## src/rtl/spi_slave_pkg.sv

```systemverilog
// Shared types and constants for the SPI mode-0 responder.
// State encoding, line idle levels and the default idle word.
package spi_slave_pkg;

  typedef enum logic {
    IDLE   = 1'b0,
    ACTIVE = 1'b1
  } state_t;

  localparam logic CPOL = 1'b0;
  localparam logic CPHA = 1'b0;

  localparam logic SCLK_IDLE = CPOL;
  localparam logic CS_N_IDLE = 1'b1;
  localparam logic MOSI_IDLE = 1'b0;

  localparam int unsigned MAX_N = 64;
  localparam logic [MAX_N-1:0] IDLE_WORD_DEFAULT = '1;

endpackage

```

## src/rtl/spi_sync_edge.sv

```systemverilog
// Two-flop synchroniser with an extra flop for edge detection.
// Flops reset to the idle level of the line they watch.
module spi_sync_edge #(
  parameter logic RST_VAL = 1'b0
) (
  input  logic clk_c,
  input  logic reset_r,
  input  logic d,
  output logic level,
  output logic rise,
  output logic fall
);

  logic s1;
  logic s2;
  logic s3;

  // Resynchronise the pin and keep one older sample
  always_ff @(posedge clk_c or posedge reset_r) begin
    if (reset_r) begin
      s1 <= RST_VAL;
      s2 <= RST_VAL;
      s3 <= RST_VAL;
    end else begin
      s1 <= d;
      s2 <= s1;
      s3 <= s2;
    end
  end

  assign level = s2;
  assign rise  = s2 & ~s3;
  assign fall  = ~s2 & s3;

endmodule

```

## src/rtl/spi_slave_shiftreg.sv

```systemverilog
// SPI mode-0 responder, MSB first, oversampled in the clk_c domain.
// Received words pulse out; transmit words come from a one-entry buffer.
module spi_slave_shiftreg
  import spi_slave_pkg::*;
#(
  parameter int N = 8,
  parameter logic [N-1:0] IDLE_WORD = IDLE_WORD_DEFAULT[N-1:0]
) (
  input  logic         clk_c,
  input  logic         reset_r,
  input  logic         sclk_i,
  input  logic         cs_n_i,
  input  logic         mosi_i,
  output logic         miso_o,
  output logic         miso_oe_o,
  input  logic [N-1:0] tx_data_i,
  input  logic         tx_valid_i,
  output logic         tx_ready_o,
  output logic [N-1:0] rx_data_o,
  output logic         rx_valid_o,
  output logic         busy_o,
  output logic         tx_underrun_o
);

  localparam int CW = (N > 1) ? $clog2(N) : 1;
  localparam logic [CW-1:0] LAST = CW'(N - 1);

  logic sclk_lvl;
  logic sclk_rise;
  logic sclk_fall;
  logic cs_lvl;
  logic cs_rise;
  logic cs_fall;
  logic mosi_lvl;
  logic mosi_rise;
  logic mosi_fall;
  logic unused_sync;

  state_t        state;
  logic [CW-1:0] bit_cnt;
  logic [N-2:0]  rx_sr;
  logic [N-1:0]  rx_next;
  logic [N-1:0]  tx_sr;
  logic [N-1:0]  buf_data;
  logic [N-1:0]  load_word;
  logic          buf_full;
  logic          load;
  logic          write;
  logic          rx_shift;

  spi_sync_edge #(.RST_VAL(SCLK_IDLE)) u_sclk (
    .clk_c  (clk_c),
    .reset_r(reset_r),
    .d      (sclk_i),
    .level  (sclk_lvl),
    .rise   (sclk_rise),
    .fall   (sclk_fall)
  );

  spi_sync_edge #(.RST_VAL(CS_N_IDLE)) u_cs (
    .clk_c  (clk_c),
    .reset_r(reset_r),
    .d      (cs_n_i),
    .level  (cs_lvl),
    .rise   (cs_rise),
    .fall   (cs_fall)
  );

  spi_sync_edge #(.RST_VAL(MOSI_IDLE)) u_mosi (
    .clk_c  (clk_c),
    .reset_r(reset_r),
    .d      (mosi_i),
    .level  (mosi_lvl),
    .rise   (mosi_rise),
    .fall   (mosi_fall)
  );

  assign unused_sync = sclk_lvl ^ cs_rise ^ mosi_rise ^ mosi_fall;

  assign rx_next   = {rx_sr, mosi_lvl};
  assign load_word = buf_full ? buf_data : IDLE_WORD;
  assign write     = tx_valid_i & ~buf_full;
  assign rx_shift  = (state == ACTIVE) & ~cs_lvl & sclk_rise;
  assign load      = (state == IDLE)
                   ? cs_fall
                   : (~cs_lvl & sclk_fall & (bit_cnt == '0));

  // Holding buffer: a load sees the pre-write state, no bypass
  always_ff @(posedge clk_c or posedge reset_r) begin
    if (reset_r) begin
      buf_full      <= 1'b0;
      buf_data      <= '0;
      tx_underrun_o <= 1'b0;
    end else begin
      buf_full      <= write | (buf_full & ~load);
      tx_underrun_o <= load & ~buf_full;
      if (write) buf_data <= tx_data_i;
    end
  end

  // Frame control, bit counting and transmit shifting
  always_ff @(posedge clk_c or posedge reset_r) begin
    if (reset_r) begin
      state   <= IDLE;
      bit_cnt <= '0;
      tx_sr   <= '0;
    end else begin
      unique case (state)
        IDLE: begin
          if (cs_fall) begin
            state   <= ACTIVE;
            bit_cnt <= '0;
            tx_sr   <= load_word;
          end
        end
        ACTIVE: begin
          if (cs_lvl) begin
            state   <= IDLE;
            bit_cnt <= '0;
            tx_sr   <= '0;
          end else begin
            if (sclk_rise) begin
              if (bit_cnt == LAST) bit_cnt <= '0;
              else bit_cnt <= bit_cnt + 1'b1;
            end
            if (sclk_fall) begin
              if (bit_cnt == '0) tx_sr <= load_word;
              else tx_sr <= tx_sr << 1;
            end
          end
        end
      endcase
    end
  end

  // Receive shifting and word completion pulse
  always_ff @(posedge clk_c or posedge reset_r) begin
    if (reset_r) begin
      rx_sr      <= '0;
      rx_data_o  <= '0;
      rx_valid_o <= 1'b0;
    end else begin
      rx_valid_o <= 1'b0;
      if (rx_shift) begin
        rx_sr <= rx_next[N-2:0];
        if (bit_cnt == LAST) begin
          rx_data_o  <= rx_next;
          rx_valid_o <= 1'b1;
        end
      end
    end
  end

  assign busy_o     = (state == ACTIVE);
  assign miso_oe_o  = busy_o;
  assign miso_o     = tx_sr[N-1] & miso_oe_o;
  assign tx_ready_o = ~buf_full;

endmodule

```

## config.mk

```make
export PLATFORM = sky130hd
export DESIGN_NAME = spi_slave_shiftreg
export DESIGN_NICKNAME = d
export VERILOG_FILES = /design/src/rtl/spi_slave_pkg.sv /design/src/rtl/spi_sync_edge.sv /design/src/rtl/spi_slave_shiftreg.sv
export SDC_FILE = /design/constraint.sdc
export NUM_CORES = 1
export LEC_CHECK = 0
export ABC_AREA = 1
export CAP_MARGIN = 10
export CORE_UTILIZATION = 33
export CTS_CLUSTER_DIAMETER = 80
export DETAILED_ROUTE_END_ITERATION = 7
export SKIP_CTS_REPAIR_TIMING = 1
export SLEW_MARGIN = 5
export SYNTH_ARGS = -nofsm -noshare
export SYNTH_HDL_FRONTEND = slang
export SYNTH_SLANG_ARGS = --single-unit
```

## constraint.sdc

```tcl
create_clock -name clk_c -period 1.95 [get_ports clk_c]
set_input_delay 0.585 -clock clk_c [delete_from_list [all_inputs] [get_ports clk_c]]
set_output_delay 0.585 -clock clk_c [all_outputs]
set_load 0.1 [all_outputs]
```

==> results.py, run 1 <==
metrics = {
    "floorplan": {
        "start_util": 0.351,
        "core_area_um2": 5680,
        "die_y_um": 79.7,
        "fp-row-count": 27,
        "num_io_pins": 28,
        "fp.dieW_um": 79.7,
        "die_area_um2": 6350,
    },
    "worst_setup_path": {
        "slowest_delay_ns": 0.50,
        "critical_path_class": "flip-flop to output pin",
        "cp_max_fo": 9,
        "path_cells": "nand2_1, clkinvlp_4, buf_12",
        "slowest_stage": "dfrtp_2",
        "critical_path_arrival_ns": 1.20,
        "start_kind": "flip-flop",
        "required_ns": 1.36,
        "critPathCaptureType": "output pin",
    },
    "power": {
        "p_total_mw": 2.68,
        "p_per_area_nw_per_um2": 1030,
        "vdd_ir_drop_max_mv": 0.444,
        "power.leakage_nw": 1.31,
    },
    "clocking": {
        "clock_path_buffers": 2,
        "clkTransAtPathRegs_ns": 0.08,
        "tritoncts": "done",
        "cts.sinks": 46,
        "cts_inserted_buffers": 5,
        "ctsRootBufferMaster": "clkbuf_8",
        "clk_latency_ns": 0.29,
        "cts_htree_levels": 2,
    },
    "final_layout": {
        "layout-drive-gt1-share": 0.185,
        "nFillCells": 540,
        "area_delta_synth_final_pct": 31.0,
        "final_common_cell": "nand2_1",
        "finalNonFillerCells": 326,
        "layout_common_cells": "nand2_1 (70), dfrtp_1 (42), nor2_1 (25)",
        "antenna-diode-count": 0,
        "fin_nets": 271,
    },
    "sta": {
        "fin_tns_setup_ns": 0,
        "finalSetupViolCount": 0,
        "skew_ns": 0.00393,
        "tightestPinTransition_ns": 0.377,
        "rsz0062_at_grt": "no",
        "max-slew-margin-rel": 0.748,
        "finalHoldViolCount": 0,
        "min_period_ns": 1.79,
        "timing.fmax_mhz": 559,
        "slew_violations": 0,
        "period_share": 0.918,
    },
    "drt": {
        "final_antenna_net_count": 0,
        "via_per_inst": 4.36,
        "wire_per_inst_um": 10.6,
        "postRouteWirelength_um": 3450,
        "routed-via-count": 1422,
        "drc": 0,
        "first_pass_iters": 4,
        "drt_iter0_markers": 50,
    },
    "job": {
        "cap_violations": 0,
    },
    "global_route": {
        "grt_usage": 0.124,
        "grt_pass1_wl_um": 6090,
        "grt_pass1_vias": 1372,
        "gr-total-overflow": 0,
        "antenna_found_initial": 0,
        "grt_start_max_net_pins": 25,
    },
    "place": {
        "hpwlAfterDp_um": 2570,
        "dp.cells": 319,
        "routabilityCongestion": 0.786,
        "portBuffers": 27,
    },
    "synthesis": {
        "synth_edf_count": 0,
        "synthFlopType": "dfrtp_1",
        "syn_area_per_cell_um2": 8.97,
        "synth_area_um2": 1990,
        "ys_ff_latch": 46,
        "synthDistinctLibCells": 22,
        "syn_nets": 239,
        "synthCells": 222,
        "synthArstFlopShare": 1.00,
        "yosysWarnings": 0,
        "ys_seq_area_frac": 0.580,
    },
    "hold_path": {
        "hold_class": "flip-flop to flip-flop",
    },
    "outcome": {
        "status": "finished, final reports clean",
    },
}
-- area by class of cell --
class                   count  area [µm²]  area share
clock buffers               6        82.6      0.0317
clock inverters             1        30.0      0.0115
inverters                  28         110      0.0422
multi-input cells         142         687       0.263
flip-flops and latches     46        1160       0.443
well taps                  72        90.1      0.0345
repair buffers             31         453       0.174
-- cells in the mapped netlist, types with 3 or more instances --
cell     count  area, µm²
nand2_1     70        263
dfrtp_1     43       1080
inv_1       26       97.6
nor2_1      25       93.8
o21ai_0     15       75.1
a21oi_1     10       50.1
o21ai_2      7       61.3
dfstp_2      3       78.8
ha_1         3       37.5
nand3_1      3       15.0
-- flip-flops by register name, summed over array words and instances, names as in the netlist, 3 cells and up --
name and cells:
bit_cnt 3, rx_sr 7, buf_data 8, rx_data_o 8, tx_sr 8
-- worst paths after layout --
| check | startpoint | to | slack (ns) | depth (start not counted) |
|---|---|---|---|---|
| setup / recovery | busy_o | miso_o | 0.16 | 3 |
| hold / removal | u_sclk.s1 | u_sclk.level | 0.35 | 0 |
| setup reg to reg | busy_o | rx_data_o[7] | 0.42 | 8 |
| hold reg to reg | u_sclk.s1 | u_sclk.level | 0.35 | 0 |
| max in group asynchronous | reset_r | busy_o | 0.90 | 3 |
| min in group asynchronous | reset_r | bit_cnt[0] | 0.59 | 2 |
-- power by group --
group / switching, mW / internal [mW] / total (mW)
Clock: 0.298 / 0.410 / 0.708
Sequential: 0.104 / 1.14 / 1.25
Combinational: 0.458 / 0.271 / 0.729
-- routing by layer --
metal / part of all wire / track usage / vias to the layer above
li1: - / - / 743
met1: 0.51 / 0.162 / 656
met2: 0.46 / 0.201 / 21
met3: 0.031 / 0.0354 / 2
met4: 0.0041 / 0.0273 / 0
met5: 0 / 0 / -
-- worst max-delay path: cells and delay by family, from the launching register on --
| kind | cells | cell delay, ns |
|---|---|---|
| buffers and inverters | 2 | 0.27 |
| and+or+nand+nor | 1 | 0.14 |
| DFF | 1 | 0.50 |
-- through the flow --
stage	hold WS (ns)	setup WS, ns	cell area [µm²]	utilization
2_1_floorplan	0.331	0.0638	2000	-
3_3_place_gp	0.333	0.381	2500	0.440
3_5_place_dp	0.335	0.353	2500	0.440
4_1_cts	0.354	0.147	2610	0.460
5_1_grt	0.365	0.0991	2610	0.460
6_report	0.351	0.160	2610	0.460
-- cell families (layout without fill, tap and decap cells) --
| kind of cell | count (synthesis) | count (layout) | synth area share |
|---|---|---|---|
| and+or+nand+nor | 104 | 104 | 0.217 |
| DFF | 46 | 46 | 0.580 |
| buffers and inverters | 34 | 66 | 0.0754 |
| AOI/OAI and AO/OA | 33 | 33 | 0.0974 |
| adders and majority gates | 3 | 3 | 0.0188 |
| muxes | 2 | 2 | 0.0113 |
(Power assumes the default switching activity.)
==> run 2, diff against run 1 <==
- CTS_CLUSTER_DIAMETER: 80 -> 100
- MAX_ROUTING_LAYER: not set -> met4
==> run 2 against run 1 <==
Routed wire length decreased by 0.35%. Worst hold slack about the same. Setup slack improved by 0.00076 ns. Cell count unchanged. Fmax about the same. Clock-buffer cell count unchanged. Critical path depth unchanged. Combinational power about the same. Die area unchanged. Critical path type unchanged. Critical endpoint unchanged. Highest routed layer unchanged.
==> results.py, run 2 (synthesized netlist as in run 1, its figures left out) <==
metrics = {
    "sta": {
        "min_period_ns": 1.79,
        "timing.fmax_mhz": 559,
        "slew_violations": 0,
        "fin_tns_setup_ns": 0,
        "period_share": 0.917,
        "fin_hold_ws_ns": 0.351,
        "skew_ns": 0.00394,
        "rsz0062_at_grt": "no",
        "max-slew-margin-rel": 0.749,
        "tightestPinTransition_ns": 0.376,
        "finalHoldViolCount": 0,
        "finalSetupViolCount": 0,
    },
    "global_route": {
        "met3_usage": 0.0343,
        "use_met1": 0.163,
        "grt_start_max_net_pins": 25,
        "grt_pass1_vias": 1366,
        "antenna_found_initial": 0,
        "grt_pass1_wl_um": 6110,
        "grt_usage": 0.127,
        "grt_busiest_layer": "met2",
        "gr-total-overflow": 0,
        "grtUsageMet2": 0.201,
    },
    "final_layout": {
        "antenna-diode-count": 0,
        "fin_nets": 271,
        "final_common_cell": "nand2_1",
        "layout-drive-gt1-share": 0.185,
        "area_delta_synth_final_pct": 31.0,
        "reg.largest.list": "buf_data: 8 flops, rx_data_o: 8 flops, tx_sr: 8 flops",
        "layout_common_cells": "nand2_1 (70), dfrtp_1 (42), nor2_1 (25)",
        "design_area_um2": 2610,
    },
    "drt": {
        "final_antenna_net_count": 0,
        "routed-via-count": 1426,
        "drc": 0,
        "via_per_inst": 4.37,
        "drt_iter0_markers": 55,
        "first_pass_iters": 4,
        "postRouteWirelength_um": 3440,
        "wire_per_inst_um": 10.5,
    },
    "power": {
        "power.leakage_nw": 1.31,
        "vdd_ir_drop_max_mv": 0.443,
        "p_total_mw": 2.68,
        "p_per_area_nw_per_um2": 1030,
    },
    "worst_setup_path": {
        "critical_path_class": "flip-flop to output pin",
        "critical_path_arrival_ns": 1.20,
        "r2r-start": "busy_o",
        "critPathCaptureType": "output pin",
        "cp_max_fo": 9,
        "start_kind": "flip-flop",
        "required_ns": 1.36,
        "r2r-end": "rx_data_o[7]",
        "r2r_cells": 8,
        "r2r_slack_ns": 0.42,
    },
    "hold_path": {
        "hp-start": "u_sclk.s1",
        "min_to": "u_sclk.level",
        "min_delay_path_depth": 0,
        "hold_class": "flip-flop to flip-flop",
    },
    "place": {
        "post_dp_cell_area_um2": 2500,
        "portBuffers": 27,
        "routabilityCongestion": 0.797,
        "hpwlAfterDp_um": 2570,
    },
    "floorplan": {
        "die_y_um": 79.7,
        "die_area_um2": 6350,
        "core_area_um2": 5680,
        "start_util": 0.351,
        "fp-row-count": 27,
        "num_io_pins": 28,
        "fp.dieW_um": 79.7,
    },
    "clocking": {
        "clkTransAtPathRegs_ns": 0.08,
        "clock_path_buffers": 2,
        "tritoncts": "done",
        "cts_inserted_buffers": 5,
        "cts.sinks": 46,
        "clk_latency_ns": 0.29,
        "ctsRootBufferMaster": "clkbuf_8",
        "cts_htree_levels": 2,
    },
    "outcome": {
        "status": "finished, final reports clean",
    },
    "job": {
        "cap_violations": 0,
    },
}
## run 2: cell counts in the layout (fill, tap and decap cells not counted)
No cell type changed its count.
## run 2: layer usage
layer	part of all wire	routed length, µm	vias up
met3	0.030	102	4
met4	0.0064	22	0
met5	0	0	-
met2	0.46	1570	21
li1	-	-	743
met1	0.51	1740	658
## run 2: per-stage QoR
step	cells	utilization	setup slack (ns)
CTS	326	0.460	0.147
global placement	319	0.440	0.381
floorplan	222	-	0.0638
global route	326	0.460	0.0991
detailed placement	319	0.440	0.353
finish	326	0.460	0.161
## run 2: worst max-delay path, stage by stage, from the launching register on
cell        delay (ns)
dfrtp_2           0.50
nand2_1           0.14
clkinvlp_4        0.10
buf_12            0.17
## run 2: worst max-delay path by stage
stage / from / end / slack (ns) / cells after the start
2_1_floorplan: buf_full / buf_data[0] / 0.06 / 6
3_3_place_gp: tx_valid_i / buf_data[7] / 0.38 / 5
3_5_place_dp: tx_valid_i / buf_data[1] / 0.35 / 5
4_1_cts: busy_o / miso_o / 0.15 / 3
5_1_grt: busy_o / miso_o / 0.1 / 3
6_report: busy_o / miso_o / 0.16 / 3
## run 2: layout make-up
| class | instances | area, µm² |
|---|---|---|
| clock inverter | 1 | 30.0 |
| sequential | 46 | 1160 |
| clock buffer | 6 | 82.6 |
| tap | 72 | 90.1 |
| timing repair buffer | 31 | 453 |
| multi-input combinational | 142 | 687 |
| fill | 540 | 3070 |
| inverter | 28 | 110 |
## run 2: report_power, final
part | leakage [nW] | switching (mW) | internal, mW
logic | 0.679 | 0.459 | 0.271
clock network | 0.0573 | 0.297 | 0.410
registers | 0.571 | 0.104 | 1.14
==> run 3, diff against run 2 <==
- CORE_UTILIZATION: 33 -> 30
- GPL_TIMING_DRIVEN: not set -> 0
==> run 3 against run 2 <==
Clock skew up 0.0027 ns. Sequential cell count did not move. Critical path depth is the same. Critical path type unchanged. Critical endpoint unchanged.
==> results.py, run 3 (synthesized netlist as in run 1, its figures left out) <==
metrics = {
    "drt": {
        "routed-via-count": 1455,
        "first_pass_iters": 4,
        "drc": 0,
        "drt_iter0_markers": 150,
        "via_per_inst": 4.34,
        "postRouteWirelength_um": 3710,
        "final_antenna_net_count": 0,
        "wire_per_inst_um": 11.1,
    },
    "worst_setup_path": {
        "slowest_delay_ns": 0.48,
        "critical_path_class": "flip-flop to output pin",
        "critPathCaptureType": "output pin",
        "cp_max_fo": 9,
        "required_ns": 1.36,
        "path_cells": "nand2_1, clkinvlp_4, clkbuf_4",
        "slowest_stage": "dfrtp_2",
        "path_delay_family": "flip-flops",
        "start_kind": "flip-flop",
        "critical_path.n_buffers_inverters": 2,
        "critical_path_arrival_ns": 1.26,
    },
    "floorplan": {
        "die_y_um": 83.5,
        "fp.dieW_um": 83.5,
        "fp-row-count": 29,
        "core_area_um2": 6390,
        "start_util": 0.312,
        "num_io_pins": 28,
        "die_area_um2": 6970,
    },
    "final_layout": {
        "design_area_um2": 2430,
        "final_util": 0.381,
        "finalNonFillerCells": 335,
        "fin_nets": 274,
        "area_delta_synth_final_pct": 22.0,
        "layout-drive-gt1-share": 0.190,
        "nFillCells": 656,
        "layout_common_cells": "nand2_1 (70), dfrtp_1 (42), nor2_1 (25)",
        "final_common_cell": "nand2_1",
        "reg.largest.list": "buf_data: 8 flops, rx_data_o: 8 flops, tx_sr: 8 flops",
        "antenna-diode-count": 0,
    },
    "sta": {
        "slew_violations": 0,
        "period_share": 0.948,
        "finalSetupViolCount": 0,
        "fin_ws_ns": 0.100,
        "fin_tns_setup_ns": 0,
        "skew_ns": 0.00664,
        "min_period_ns": 1.85,
        "max-slew-margin-rel": 0.639,
        "finalHoldViolCount": 0,
        "rsz0062_at_grt": "no",
        "timing.fmax_mhz": 541,
        "fin_hold_ws_ns": 0.354,
        "tightestPinTransition_ns": 0.544,
    },
    "power": {
        "p_total_mw": 2.63,
        "power.leakage_nw": 1.26,
        "p_per_area_nw_per_um2": 1080,
        "vdd_ir_drop_max_mv": 0.683,
    },
    "clocking": {
        "clock_path_buffers": 2,
        "cts.sinks": 46,
        "cts_inserted_buffers": 5,
        "ctsRootBufferMaster": "clkbuf_8",
        "tritoncts": "done",
        "clkTransAtPathRegs_ns": 0.08,
        "cts_htree_levels": 2,
        "clk_latency_ns": 0.30,
    },
    "global_route": {
        "grt_pass1_vias": 1527,
        "grt_pass1_wl_um": 6890,
        "antenna_found_initial": 0,
        "grt_start_max_net_pins": 34,
        "grt_usage": 0.127,
        "gr-total-overflow": 0,
    },
    "place": {
        "post_dp_cell_area_um2": 2380,
        "hpwlAfterDp_um": 2680,
        "routabilityCongestion": 0.776,
        "portBuffers": 27,
        "place_ws_ns": -0.405,
        "dp.cells": 327,
    },
    "outcome": {
        "status": "finished, final reports clean",
    },
    "hold_path": {
        "hold_class": "flip-flop to flip-flop",
    },
    "job": {
        "cap_violations": 0,
    },
}
==> run 3: changes by cell type in the layout (fill, tap and decap cells not counted), sizes merged <==
cell / previous run / this run
clkbuf: 6 / 20
clkinvlp: 1 / 2
buf: 18 / 7
==> run 3: path summary, 6_finish.rpt <==
check | cells past startpoint | end | startpoint | slack (ns)
hold reg to reg | 0 | u_sclk.level | u_sclk.s1 | 0.35
max in group asynchronous | 3 | u_cs.level | reset_r | 0.86
hold / removal | 0 | u_sclk.level | u_sclk.s1 | 0.35
setup / recovery | 3 | miso_o | busy_o | 0.10
min in group asynchronous | 2 | rx_data_o[0] | reset_r | 0.55
setup reg to reg | 9 | buf_full | bit_cnt[0] | 0.36
==> run 3: routing by layer <==
metal | part of all wire | GRT usage | routed length, µm
met2 | 0.47 | 0.203 | 1750
met5 | 0 | - | 0
met3 | 0.041 | 0.0297 | 151
met1 | 0.47 | 0.155 | 1760
met4 | 0.013 | 0.0508 | 50
==> run 3: worst reg2reg max path, stage by stage, from the launching register on <==
cell	delay, ns
dfrtp_1	0.42
inv_1	0.07
ha_1	0.17
inv_1	0.04
nor2_1	0.36
nand2_1	0.09
nand2_1	0.10
nand3_1	0.11
nand2_1	0.08
nand2_1	0.04
==> run 3: power breakdown <==
part | switching, mW | total (mW) | internal (mW)
Sequential | 0.0801 | 1.22 | 1.14
Clock | 0.329 | 0.712 | 0.383
Combinational | 0.474 | 0.698 | 0.223
==> run 3: layout make-up <==
class	count	area (µm²)	share of cell area
sequential	46	1160	0.476
multi-input combinational	142	687	0.283
timing repair buffer	28	228	0.0937
inverter	28	110	0.0453
tap	77	96.3	0.0396
clock buffer	6	72.6	0.0299
buffer	6	43.8	0.0180
clock inverter	2	37.5	0.0154
